### src/rtl/logmul_arbiter_if.sv
// Request/response bundle between two requesters, one result consumer and the
// shared log-multiplier arbiter.
interface logmul_arbiter_if;
  logic        req0_valid;
  logic        req0_ready;
  logic [7:0]  req0_a;
  logic [7:0]  req0_b;
  logic        req1_valid;
  logic        req1_ready;
  logic [7:0]  req1_a;
  logic [7:0]  req1_b;
  logic        resp_valid;
  logic        resp_ready;
  logic [15:0] resp_data;
  logic        resp_id;

  modport slave (
    input  req0_valid, req0_a, req0_b,
    input  req1_valid, req1_a, req1_b,
    input  resp_ready,
    output req0_ready, req1_ready,
    output resp_valid, resp_data, resp_id
  );

  modport master (
    output req0_valid, req0_a, req0_b,
    output req1_valid, req1_a, req1_b,
    output resp_ready,
    input  req0_ready, req1_ready,
    input  resp_valid, resp_data, resp_id
  );
endinterface

### src/rtl/logmul_arbiter.sv
// Round-robin sharing of one combinational antilog multiplier between two
// requesters; operands are held for MUL_LAT cycles before the product is captured.
module logmul_arbiter #(
  parameter int MUL_LAT = 1
) (
  input  logic        clk,
  input  logic        rst,
  logmul_arbiter_if.slave bus,
  output logic [7:0]  mul_a,
  output logic [7:0]  mul_b,
  input  logic [15:0] mul_c,
  output logic        busy,
  output logic [15:0] ops_done
);

  localparam logic [1:0] S_IDLE = 2'd0;
  localparam logic [1:0] S_WAIT = 2'd1;
  localparam logic [1:0] S_RESP = 2'd2;
  localparam logic [3:0] CNT_INIT = 4'(MUL_LAT - 1);

  logic [1:0]  r_state;
  logic        r_last_grant;
  logic [7:0]  r_op_a;
  logic [7:0]  r_op_b;
  logic [3:0]  r_cnt;
  logic        r_id;
  logic [15:0] r_resp_data;
  logic [15:0] r_ops_done;

  logic        w_idle;
  logic        w_grant0;
  logic        w_grant1;
  logic        w_hs0;
  logic        w_hs1;

  // The log path has no meaning at zero, so a zero operand forces a zero product.
  function automatic logic [15:0] f_capture(input logic [7:0] a,
                                            input logic [7:0] b,
                                            input logic [15:0] c);
    return ((a == 8'd0) || (b == 8'd0)) ? 16'd0 : c;
  endfunction

  assign w_idle   = (r_state == S_IDLE);
  assign w_grant0 = bus.req0_valid & (~bus.req1_valid | r_last_grant);
  assign w_grant1 = bus.req1_valid & (~bus.req0_valid | ~r_last_grant);

  assign bus.req0_ready = w_idle & w_grant0 & ~rst;
  assign bus.req1_ready = w_idle & w_grant1 & ~rst;
  assign w_hs0 = bus.req0_ready;
  assign w_hs1 = bus.req1_ready;

  assign mul_a          = r_op_a;
  assign mul_b          = r_op_b;
  assign bus.resp_valid = (r_state == S_RESP);
  assign bus.resp_data  = r_resp_data;
  assign bus.resp_id    = r_id;
  assign busy           = ~w_idle;
  assign ops_done       = r_ops_done;

  always_ff @(posedge clk) begin
    if (rst) begin
      r_state      <= S_IDLE;
      r_last_grant <= 1'b1;
      r_op_a       <= 8'd0;
      r_op_b       <= 8'd0;
      r_cnt        <= 4'd0;
      r_id         <= 1'b0;
      r_resp_data  <= 16'd0;
      r_ops_done   <= 16'd0;
    end else begin
      case (r_state)
        S_IDLE: begin
          if (w_hs0 | w_hs1) begin
            r_op_a  <= w_hs1 ? bus.req1_a : bus.req0_a;
            r_op_b  <= w_hs1 ? bus.req1_b : bus.req0_b;
            r_id    <= w_hs1;
            r_cnt   <= CNT_INIT;
            r_state <= S_WAIT;
          end
        end
        // Operands stay on the multiplier until the settle count expires.
        S_WAIT: begin
          if (r_cnt != 4'd0) begin
            r_cnt <= r_cnt - 4'd1;
          end else begin
            r_resp_data <= f_capture(r_op_a, r_op_b, mul_c);
            r_state     <= S_RESP;
          end
        end
        S_RESP: begin
          if (bus.resp_ready) begin
            r_state      <= S_IDLE;
            r_last_grant <= r_id;
            r_ops_done   <= r_ops_done + 16'd1;
          end
        end
        default: r_state <= S_IDLE;
      endcase
    end
  end

endmodule

### src/flat_wrapper.sv
// flat-port wrapper written by rule: the top's interface ports become plain ports
module logmul_arbiter_flat 
#(
  parameter int MUL_LAT = 1
)
  (clk, rst, mul_a, mul_b, mul_c, busy, ops_done, bus_req0_valid, bus_req0_a, bus_req0_b, bus_req1_valid, bus_req1_a, bus_req1_b, bus_resp_ready, bus_req0_ready, bus_req1_ready, bus_resp_valid, bus_resp_data, bus_resp_id);
  logmul_arbiter_if bus_i ();
  input  logic clk;
  input  logic rst;
  output logic [7:0] mul_a;
  output logic [7:0] mul_b;
  input  logic [15:0] mul_c;
  output logic busy;
  output logic [15:0] ops_done;
  input wire logic [$bits(bus_i.req0_valid)-1:0] bus_req0_valid;
  input wire logic [$bits(bus_i.req0_a)-1:0] bus_req0_a;
  input wire logic [$bits(bus_i.req0_b)-1:0] bus_req0_b;
  input wire logic [$bits(bus_i.req1_valid)-1:0] bus_req1_valid;
  input wire logic [$bits(bus_i.req1_a)-1:0] bus_req1_a;
  input wire logic [$bits(bus_i.req1_b)-1:0] bus_req1_b;
  input wire logic [$bits(bus_i.resp_ready)-1:0] bus_resp_ready;
  output wire logic [$bits(bus_i.req0_ready)-1:0] bus_req0_ready;
  output wire logic [$bits(bus_i.req1_ready)-1:0] bus_req1_ready;
  output wire logic [$bits(bus_i.resp_valid)-1:0] bus_resp_valid;
  output wire logic [$bits(bus_i.resp_data)-1:0] bus_resp_data;
  output wire logic [$bits(bus_i.resp_id)-1:0] bus_resp_id;
  assign bus_i.req0_valid = bus_req0_valid;
  assign bus_i.req0_a = bus_req0_a;
  assign bus_i.req0_b = bus_req0_b;
  assign bus_i.req1_valid = bus_req1_valid;
  assign bus_i.req1_a = bus_req1_a;
  assign bus_i.req1_b = bus_req1_b;
  assign bus_i.resp_ready = bus_resp_ready;
  assign bus_req0_ready = bus_i.req0_ready;
  assign bus_req1_ready = bus_i.req1_ready;
  assign bus_resp_valid = bus_i.resp_valid;
  assign bus_resp_data = bus_i.resp_data;
  assign bus_resp_id = bus_i.resp_id;
  logmul_arbiter #(.MUL_LAT(MUL_LAT)) u_core (.clk(clk), .rst(rst), .bus(bus_i), .mul_a(mul_a), .mul_b(mul_b), .mul_c(mul_c), .busy(busy), .ops_done(ops_done));
endmodule
### config.mk
export PLATFORM = sky130hd
export DESIGN_NAME = logmul_arbiter_flat
export DESIGN_NICKNAME = d
export VERILOG_FILES = /design/src/rtl/logmul_arbiter_if.sv /design/src/rtl/logmul_arbiter.sv /design/src/flat_wrapper.sv
export SDC_FILE = /design/constraint.sdc
export NUM_CORES = 1
export LEC_CHECK = 0
export ABC_AREA = 1
export CORE_ASPECT_RATIO = 2
export CORE_UTILIZATION = 30
export DETAILED_ROUTE_END_ITERATION = 6
export GPL_TIMING_DRIVEN = 0
export SYNTH_ARGS = -nofsm -noshare
export SYNTH_HDL_FRONTEND = slang
export SYNTH_SLANG_ARGS = --single-unit
### constraint.sdc
create_clock -name clk -period 1.7 [get_ports clk]
set_clock_uncertainty 0.15 [all_clocks]
set_input_delay 0.17 -clock clk [delete_from_list [all_inputs] [get_ports clk]]
set_output_delay 0.17 -clock clk [all_outputs]
set_load 0.02 [all_outputs]
==> key figures, run 1 <==
Synthesis
  – Post-Synthesis Cells: 389
  – Distinct cells, synth: 21
  – Post-synth top area share: between 40% and 50%
  – Yosys top cell by area: dfxtp_1
  – Seq/Total Area, Yosys: 42.5%
  – Synth Register Bits: 56
  – Synth top area cells: dfxtp_1 (43%), nand2_1 (13%), a21oi_1 (7.6%), inv_1 (7.0%), nor2_1 (5.8%)
  – Synthesized area per cell: 6.78 um2
  – Yosys warning count: 0
  – Net count after synthesis: 445
  – Netlist Area Pre-Place: 0.00264 mm2

Timing
  – Slew @ Worst Pin: ~560 ps
  – # setup viols final: 0
  – Hold Violations, Final: 0
  – Fin crit share: 96.8%
  – Highest clock rate: 608 MHz
  – Setup TNS: 0 ps
  – Min cycle time layout: 1650 ps
  – Worst slew margin: 62.8%
  – Max Slew Vio Count: 0
  – RSZ-0062 raised after global routing: no

Setup path
  – CP Class: flip-flop to output port
  – Slowest cell delay on critical path: 630 ps
  – Crit path max-delay family: buffers and inverters
  – Crit. End Element: output port
  – Slowest-stage cell, CP: clkdlybuf4s50_1
  – CP Buf/Inv Count: 1
  – Worst path required time: 1380 ps
  – Crit Path Max Fanout: 4
  – Worst path cell trace: clkdlybuf4s50_1
  – Critical path data arrival time: 1330 ps
  – Crit start category: flip-flop

Floorplanning
  – Core ar.: 0.00859 mm2
  – Die Span X: 68.3 um
  – Rows: 48
  – Die Y: 135 um
  – Number of I/O pins: 106
  – Starting density of the core: between 30% and 40%
  – Die area: between 0.009 and 0.01 mm2

Route
  – Drt pass-1 iters: 4
  – Drt drc: 0
  – Wire per inst: 13.1 um
  – DRT antenna net count: 0
  – Final WL: just under 8 mm
  – DRT iter0 DRCs: 108
  – Routed vias: about 2,900
  – Via density per instance: 4.76

Placement
  – HPWL Detailed: about 6 mm
  – Port-buffer cells: roughly 110
  – Gpl congestion: 0.761

Finish
  – Core Util, Final: a little under half
  – FILL cells: between 800 and 900
  – Nets: 559
  – Syn-to-layout area delta: 53.8%
  – Layout cells sized above 1: 7.74%
  – Diodes inserted: 0
  – Commonest non-fill, non-tap cell in the layout: clkdlybuf4s50_1
  – Most frequent cells in the layout: clkdlybuf4s50_1 (97), nand2_1 (94), dfxtp_1 (56)

Power
  – LEAKAGE: 1.83 nW
  – VDD IR max: 0.000799 V
  – Power Density: 953 mW/mm2

GRT
  – Number of global-route vias before repair: 2,694
  – Global route overflow: 0
  – Total GRT Usage: between 10% and 20%
  – Largest net degree at the start of global routing: 18
  – Global-route wire length before repair: 12.4 mm
  – Initial antenna violation count: 0

Clock tree
  – Clock Root Buffer: clkbuf_16
  – CTS Buf Count: 5
  – CTS Sinks: 56
  – H-tree Lvls: 2
  – Latest clock arrival within the worst-skew pair: 300 ps
  – Clock buffer depth: 2
  – Hold_buf cts: 0
  – CTS tree: done
  – Clock transition at path regs: around 80 ps

Flow run
  – Max-cap violations: 0

Outcome
  – Status: finished, final reports clean

Hold path
  – Hold crit path type: input port to flip-flop
[state kept, by name, summed over array words and instances (netlist names)]
register	count
u_core.bus.resp_data	16
u_core.ops_done	16
u_core.mul_a	8
u_core.mul_b	8
u_core.r_cnt	4
u_core.r_state	2
u_core.bus.resp_id	1
u_core.r_last_grant	1
[cell usage after synthesis, drive strengths merged]
cell / instances
a211oi: 1
a21oi: 40
buf: 9
clkbuf: 7
dfxtp: 56
ha: 3
inv: 52
nand2: 95
nand3: 32
nand4: 6
nor2: 47
o211ai: 1
o21ai: 39
xor2: 1
[routing by layer]
layer / GRT usage [%] / wire, um / vias to the layer above
met5: 0 / 0 / -
met4: 6.48 / 161 / 0
met3: 3.80 / 433 / 13
met2: 34.9 / 4390 / 96
met1: 17.7 / 2950 / 1297
li1: - / - / 1468
[cell type report]
cell class                 instances  area, um2  share of cell area, %
buffer                            15       87.6                   2.16
clock buffer                       6        139                   3.42
clock inverter                     2       38.8                  0.956
inverter                          52        200                   4.93
multi-input combinational        265       1270                   31.3
sequential                        56       1120                   27.6
tap                              100        125                   3.08
timing repair buffer             108       1080                   26.5
[path summary, 6_finish.rpt]
| kind | from | end | slack (ps) | cells past startpoint |
|---|---|---|---|---|
| setup / recovery | u_core.ops_done[10] | ops_done[10] | 50 | 1 |
| hold / removal | rst | u_core.ops_done[1] | 200 | 2 |
| setup reg to reg | u_core.r_state[0] | u_core.mul_b[5] | 100 | 7 |
| hold reg to reg | u_core.bus.resp_id | u_core.bus.resp_id | 340 | 2 |
[cells by family after synthesis]
kind of cell | Yosys count | synth area share (%)
xor gates and xnor gates | 1 | 0.332
DFF | 56 | 42.5
and+or+nand+nor | 180 | 29.5
adders and majority gates | 3 | 1.42
buffers and inverters | 68 | 10.7
AOI/OAI and AO/OA | 81 | 15.6
[what timing repair did]
action                     4_1_cts  5_1_grt
pin swaps                        1        2
resized for setup               15       12
setup buffers                    0        3
hold endpoints to repair         0        0
setup endpoints to repair        5       19
cloned                           0        0
[per-stage QoR]
step,cells,worst slack (ps),total power [W],hold slack (ps),cell area (um2)
4_1_cts,601,-14.1,0.00387,194,4000
6_report,604,54.2,0.00387,205,4060
3_3_place_gp,594,-684,0.00261,324,3810
2_1_floorplan,389,184,0.00213,89.1,2640
5_1_grt,604,1.13,0.00407,223,4060
3_5_place_dp,594,-691,0.00262,324,3810
[power breakdown]
group / leakage, nW / internal [W] / switching [W]
sequential: 0.457 / 0.00144 / 0.0000884
combinational: 1.28 / 0.000497 / 0.000602
clock: 0.0871 / 0.000740 / 0.000505
total: 1.83 / 0.00267 / 0.00119
(Power assumes the default switching activity.)
==> inputs of run 2 (changes only) <==
--- a/config.mk
+++ b/config.mk
@@ -7,9 +7,10 @@
 export LEC_CHECK = 0
 export ABC_AREA = 1
 export CORE_ASPECT_RATIO = 2
-export CORE_UTILIZATION = 30
+export CORE_UTILIZATION = 43
 export DETAILED_ROUTE_END_ITERATION = 6
 export GPL_TIMING_DRIVEN = 0
+export PLACE_DENSITY = 0.8
 export SYNTH_ARGS = -nofsm -noshare
 export SYNTH_HDL_FRONTEND = slang
 export SYNTH_SLANG_ARGS = --single-unit
==> key figures, run 2 (synthesis results as in run 1) <==
Outcome
  – Status: finished with violations
  – Violated checks: design-rule violations

Clock tree
  – Clock buffer depth: 2
  – H-tree Lvls: 2
  – CTS Sinks: 56
  – Clock Root Buffer: clkbuf_16
  – Clock transition at path regs: 70 ps
  – CTS tree: done
  – Hold_buf cts: 0
  – CTS Buf Count: 5
  – Latest clock arrival within the worst-skew pair: 300 ps

Power
  – VDD IR max: 0.000766 V
  – Power Density: 946 mW/mm2
  – LEAKAGE: 1.80 nW

GRT
  – Global route overflow: 0
  – Initial antenna violation count: 0
  – Number of global-route vias before repair: 2,734
  – Total GRT Usage: 24.2%
  – Largest net degree at the start of global routing: 17
  – Global-route wire length before repair: 12.1 mm

Route
  – Drt drc: 9
  – DRT iter0 DRCs: 126
  – Via density per instance: between 5 and 6
  – Drt pass-1 iters: 7
  – Wire per inst: approximately 14 um
  – DRT antenna net count: 0
  – Routed vias: 2,886
  – Final WL: between 7 and 8 mm

Timing
  – Highest clock rate: 607 MHz
  – # setup viols final: 0
  – Final WS setup: approximately 52 ps
  – Worst slew margin: 66.1%
  – Min cycle time layout: 1650 ps
  – Fin crit share: 97.0%
  – Max Slew Vio Count: 0
  – Setup TNS: 0 ps
  – Slew @ Worst Pin: 509 ps
  – Hold Violations, Final: 0

Floorplanning
  – Die Span X: roughly 57 um
  – Starting density of the core: 44.3%
  – Die Y: 113 um
  – Number of I/O pins: 106
  – Core ar.: a little under 0.006 mm2
  – Die area: ~0.0065 mm2
  – Rows: 40

Finish
  – Syn-to-layout area delta: 51.2%
  – Most frequent cells in the layout: clkdlybuf4s50_1 (98), nand2_1 (94), dfxtp_1 (56)
  – Diodes inserted: 0
  – Nets: 558
  – FILL cells: 514
  – Layout cells sized above 1: 7.36%
  – Commonest non-fill, non-tap cell in the layout: clkdlybuf4s50_1

Setup path
  – Critical path data arrival time: 1330 ps
  – CP Class: flip-flop to output port
  – Slowest cell delay on critical path: 630 ps
  – CP Buf/Inv Count: 1
  – Crit. End Element: output port
  – Crit Path Max Fanout: 4
  – Crit start category: flip-flop
  – Worst path cell trace: clkdlybuf4s50_1
  – Slowest-stage cell, CP: clkdlybuf4s50_1
  – Crit path max-delay family: buffers and inverters
  – Worst path required time: 1380 ps

Hold path
  – Hold crit path type: input port to flip-flop

Placement
  – Gpl congestion: 0.806
  – Place WS: -691 ps
  – HPWL Detailed: 5.75 mm
  – Port-buffer cells: 105

Flow run
  – Max-cap violations: 0
run 2: final cells by class:
cell class | count | area [um2] | area share [%]
flip-flops and latches | 56 | 1120 | 28.1
inverters | 52 | 198 | 4.96
clock buffers | 6 | 129 | 3.23
clock inverters | 2 | 35.0 | 0.878
repair buffers | 107 | 1070 | 26.8
plain buffers | 15 | 87.6 | 2.20
multi-input cells | 265 | 1270 | 31.8
well taps | 63 | 78.8 | 1.98
run 2: worst paths after layout:
path | startpoint | endpoint | slack [ps] | cells after the start
worst max-delay path | u_core.ops_done[10] | ops_done[10] | 50 | 1
worst min-delay path | rst | u_core.r_state[1] | 220 | 2
worst min register to register | u_core.ops_done[2] | u_core.ops_done[2] | 350 | 2
worst max register to register | u_core.r_cnt[0] | u_core.bus.resp_data[15] | 80 | 7
run 2: per-stage QoR:
stage	cells	area (um2)	hold slack, ps	utilization (%)	power (W)
after floorplan	389	2640	89.1	-	0.00213
after global placement	557	3770	331	63.3	0.00259
after detailed placement	557	3770	341	63.3	0.00260
after CTS	565	3950	197	66.4	0.00377
after global routing	566	3990	238	67.0	0.00394
final	566	3990	221	67.0	0.00377
run 2: repair_timing:
item,4_1_cts,5_1_grt
pin swaps,0,2
resized for setup,13,11
buffers inserted,1,1
setup endpoints to repair,4,29
run 2: metal layers:
| layer | wire length, um | vias to the layer above | global-route usage [%] |
|---|---|---|---|
| met5 | 0 | - | 0 |
| met1 | 2650 | 1318 | 21.9 |
| met2 | 4440 | 96 | 47.5 |
| li1 | - | 1459 | - |
| met4 | 224 | 0 | 12.0 |
| met3 | 380 | 13 | 5.03 |
run 2: where the power goes:
part           internal, W  switching [W]  leakage [nW]
logic             0.000488       0.000591          1.26
clock network     0.000694       0.000474        0.0808
registers          0.00144      0.0000896         0.457
total              0.00262        0.00115          1.80
==> inputs of run 3 (changes only) <==
--- a/config.mk
+++ b/config.mk
@@ -6,11 +6,13 @@
 export NUM_CORES = 1
 export LEC_CHECK = 0
 export ABC_AREA = 1
+export CELL_PAD_IN_SITES_DETAIL_PLACEMENT = 1
+export CELL_PAD_IN_SITES_GLOBAL_PLACEMENT = 1
 export CORE_ASPECT_RATIO = 2
-export CORE_UTILIZATION = 43
+export CORE_UTILIZATION = 29
 export DETAILED_ROUTE_END_ITERATION = 6
 export GPL_TIMING_DRIVEN = 0
-export PLACE_DENSITY = 0.8
+export PLACE_DENSITY_LB_ADDON = 0.1
 export SYNTH_ARGS = -nofsm -noshare
 export SYNTH_HDL_FRONTEND = slang
 export SYNTH_SLANG_ARGS = --single-unit
==> constraint.sdc (replaced) <==
create_clock -name clk -period 1.55 [get_ports clk]
set_clock_uncertainty 0.15 [all_clocks]
set_input_delay 0.155 -clock clk [delete_from_list [all_inputs] [get_ports clk]]
set_output_delay 0.155 -clock clk [all_outputs]
set_load 0.02 [all_outputs]
==> key figures, run 3 (synthesis results as in run 1) <==
Outcome
  – Status: finished with violations
  – Violated checks: negative setup slack

Finish
  – Commonest non-fill, non-tap cell in the layout: nand2_1
  – Syn-to-layout area delta: 61.0%
  – Layout cells sized above 1: 14.0%
  – Core Util, Final: between 40% and 50%
  – Nets: 577
  – Diodes inserted: 0
  – Design area: around 0.0042 mm2
  – FILL cells: 1,099
  – Most frequent cells in the layout: nand2_1 (94), dfxtp_1 (51), clkdlybuf4s50_1 (50)

GRT
  – Global route overflow: 0
  – Initial antenna violation count: 0
  – Total GRT Usage: 19.7%
  – Global-route wire length before repair: 14.7 mm
  – Largest net degree at the start of global routing: 17
  – Number of global-route vias before repair: 3,022

Floorplanning
  – Die Y: 137 um
  – Die Span X: about 69 um
  – Starting density of the core: 30.3%
  – Die area: 0.00950 mm2
  – Core ar.: 0.00871 mm2
  – Number of I/O pins: between 100 and 150
  – Rows: between 40 and 50

Route
  – Drt pass-1 iters: 4
  – Final WL: 9.64 mm
  – DRT iter0 DRCs: 90
  – DRT antenna net count: 0
  – Routed vias: 3,025
  – Drt drc: 0
  – Via density per instance: 4.87
  – Wire per inst: 15.5 um

Power
  – VDD IR max: 0.000710 V
  – Power Density: approximately 970 mW/mm2
  – LEAKAGE: 2.11 nW

Timing
  – Slew @ Worst Pin: 549 ps
  – Highest clock rate: around 640 MHz
  – Final WS setup: -3.79 ps
  – # setup viols final: 1
  – RSZ-0062 raised after global routing: yes
  – Max Slew Vio Count: 0
  – Min cycle time layout: around 1600 ps
  – Fin crit share: 100%
  – Worst slew margin: 63.4%
  – Hold Violations, Final: 0

Clock tree
  – H-tree Lvls: 2
  – Clock transition at path regs: 70 ps
  – CTS tree: done
  – Clock Root Buffer: clkbuf_16
  – Clock buffer depth: 2
  – CTS Buf Count: 5
  – Latest clock arrival within the worst-skew pair: approximately 290 ps
  – CTS Sinks: 56

Setup path
  – Slowest-stage cell, CP: dfxtp_4
  – Crit path top cell by count: buf_6
  – Crit Path Max Fanout: 4
  – Crit start category: flip-flop
  – Worst path cell trace: nor2_4 -> buf_6 -> nand3_4 -> inv_2 -> buf_6
  – Crit. End Element: output port
  – Critical path data arrival time: 1250 ps
  – Slowest cell delay on critical path: 360 ps
  – CP Buf/Inv Count: 3
  – Worst path required time: 1240 ps
  – CP Class: flip-flop to output port
  – Crit path max-delay family: flip-flops

Hold path
  – Hold crit path type: input port to flip-flop

Placement
  – Port-buffer cells: 105
  – HPWL Detailed: 6.89 mm
  – Dpl cell area: 0.00381 mm2
  – Place WS: -817 ps
  – Gpl congestion: about 0.76

Flow run
  – Max-cap violations: 0
==> run 3: cell type report <==
cell class	instances	area [um2]	area share [%]
Clock inverter	2	12.5	0.295
Timing Repair Buffer	125	1180	27.8
Sequential cell	56	1130	26.7
Tap cell	100	125	2.95
Buffer	15	125	2.95
Clock buffer	5	125	2.95
Multi-Input combinational cell	266	1340	31.7
Inverter	52	198	4.66
==> run 3: where the power goes <==
part	total [W]	switching [W]	internal (W)
registers	0.00168	0.000101	0.00158
logic	0.00132	0.000732	0.000590
clock network	0.00112	0.000533	0.000589
==> run 3: worst reg2reg max path, cell delays in order (launching register included) <==
cell and delay [ps]:
dfxtp_4 360, ha_2 180, nand2_1 80, nor2_4 230, buf_4 160, nand4_1 80
nand2_1 90, inv_1 40, nor2_1 90
==> run 3: layer usage <==
| metal | track usage, % | vias up | wire, um |
|---|---|---|---|
| li1 | - | 1506 | - |
| met2 | 39.5 | 83 | 5730 |
| met4 | 6.46 | 0 | 216 |
| met3 | 3.39 | 15 | 387 |
| met1 | 20.0 | 1421 | 3310 |
| met5 | 0 | - | 0 |
==> run 3: worst paths after layout <==
kind                            from             endpoint  slack, ps  depth (start not counted)
setup / recovery   u_core.r_state[0]       bus_req0_ready         -4                          5
hold / removal                   rst   u_core.ops_done[0]        210                          2
setup reg to reg  u_core.ops_done[0]  u_core.ops_done[12]         40                          8
hold reg to reg   u_core.bus.resp_id   u_core.bus.resp_id        340                          2
==> run 3: what timing repair did <==
| action | CTS | global route |
|---|---|---|
| cloned | 0 | 3 |
| buffers inserted | 2 | 16 |
| hold buffers | 0 | 0 |
| endpoints found under the setup margin | 102 | 50 |
| pin swaps | 2 | 10 |
| resized for setup | 69 | 54 |
==> run 3: metrics by stage <==
| step | hold WS [ps] | std cells | total power (W) | setup TNS, ps |
|---|---|---|---|---|
| 2_1_floorplan | 74.1 | 389 | 0.00233 | 0 |
| 3_3_place_gp | 331 | 594 | 0.00287 | -19340 |
| 3_5_place_dp | 334 | 594 | 0.00290 | -20940 |
| 4_1_cts | 204 | 602 | 0.00398 | -528 |
| 5_1_grt | 255 | 621 | 0.00434 | -360 |
| 6_report | 209 | 621 | 0.00412 | -3.79 |
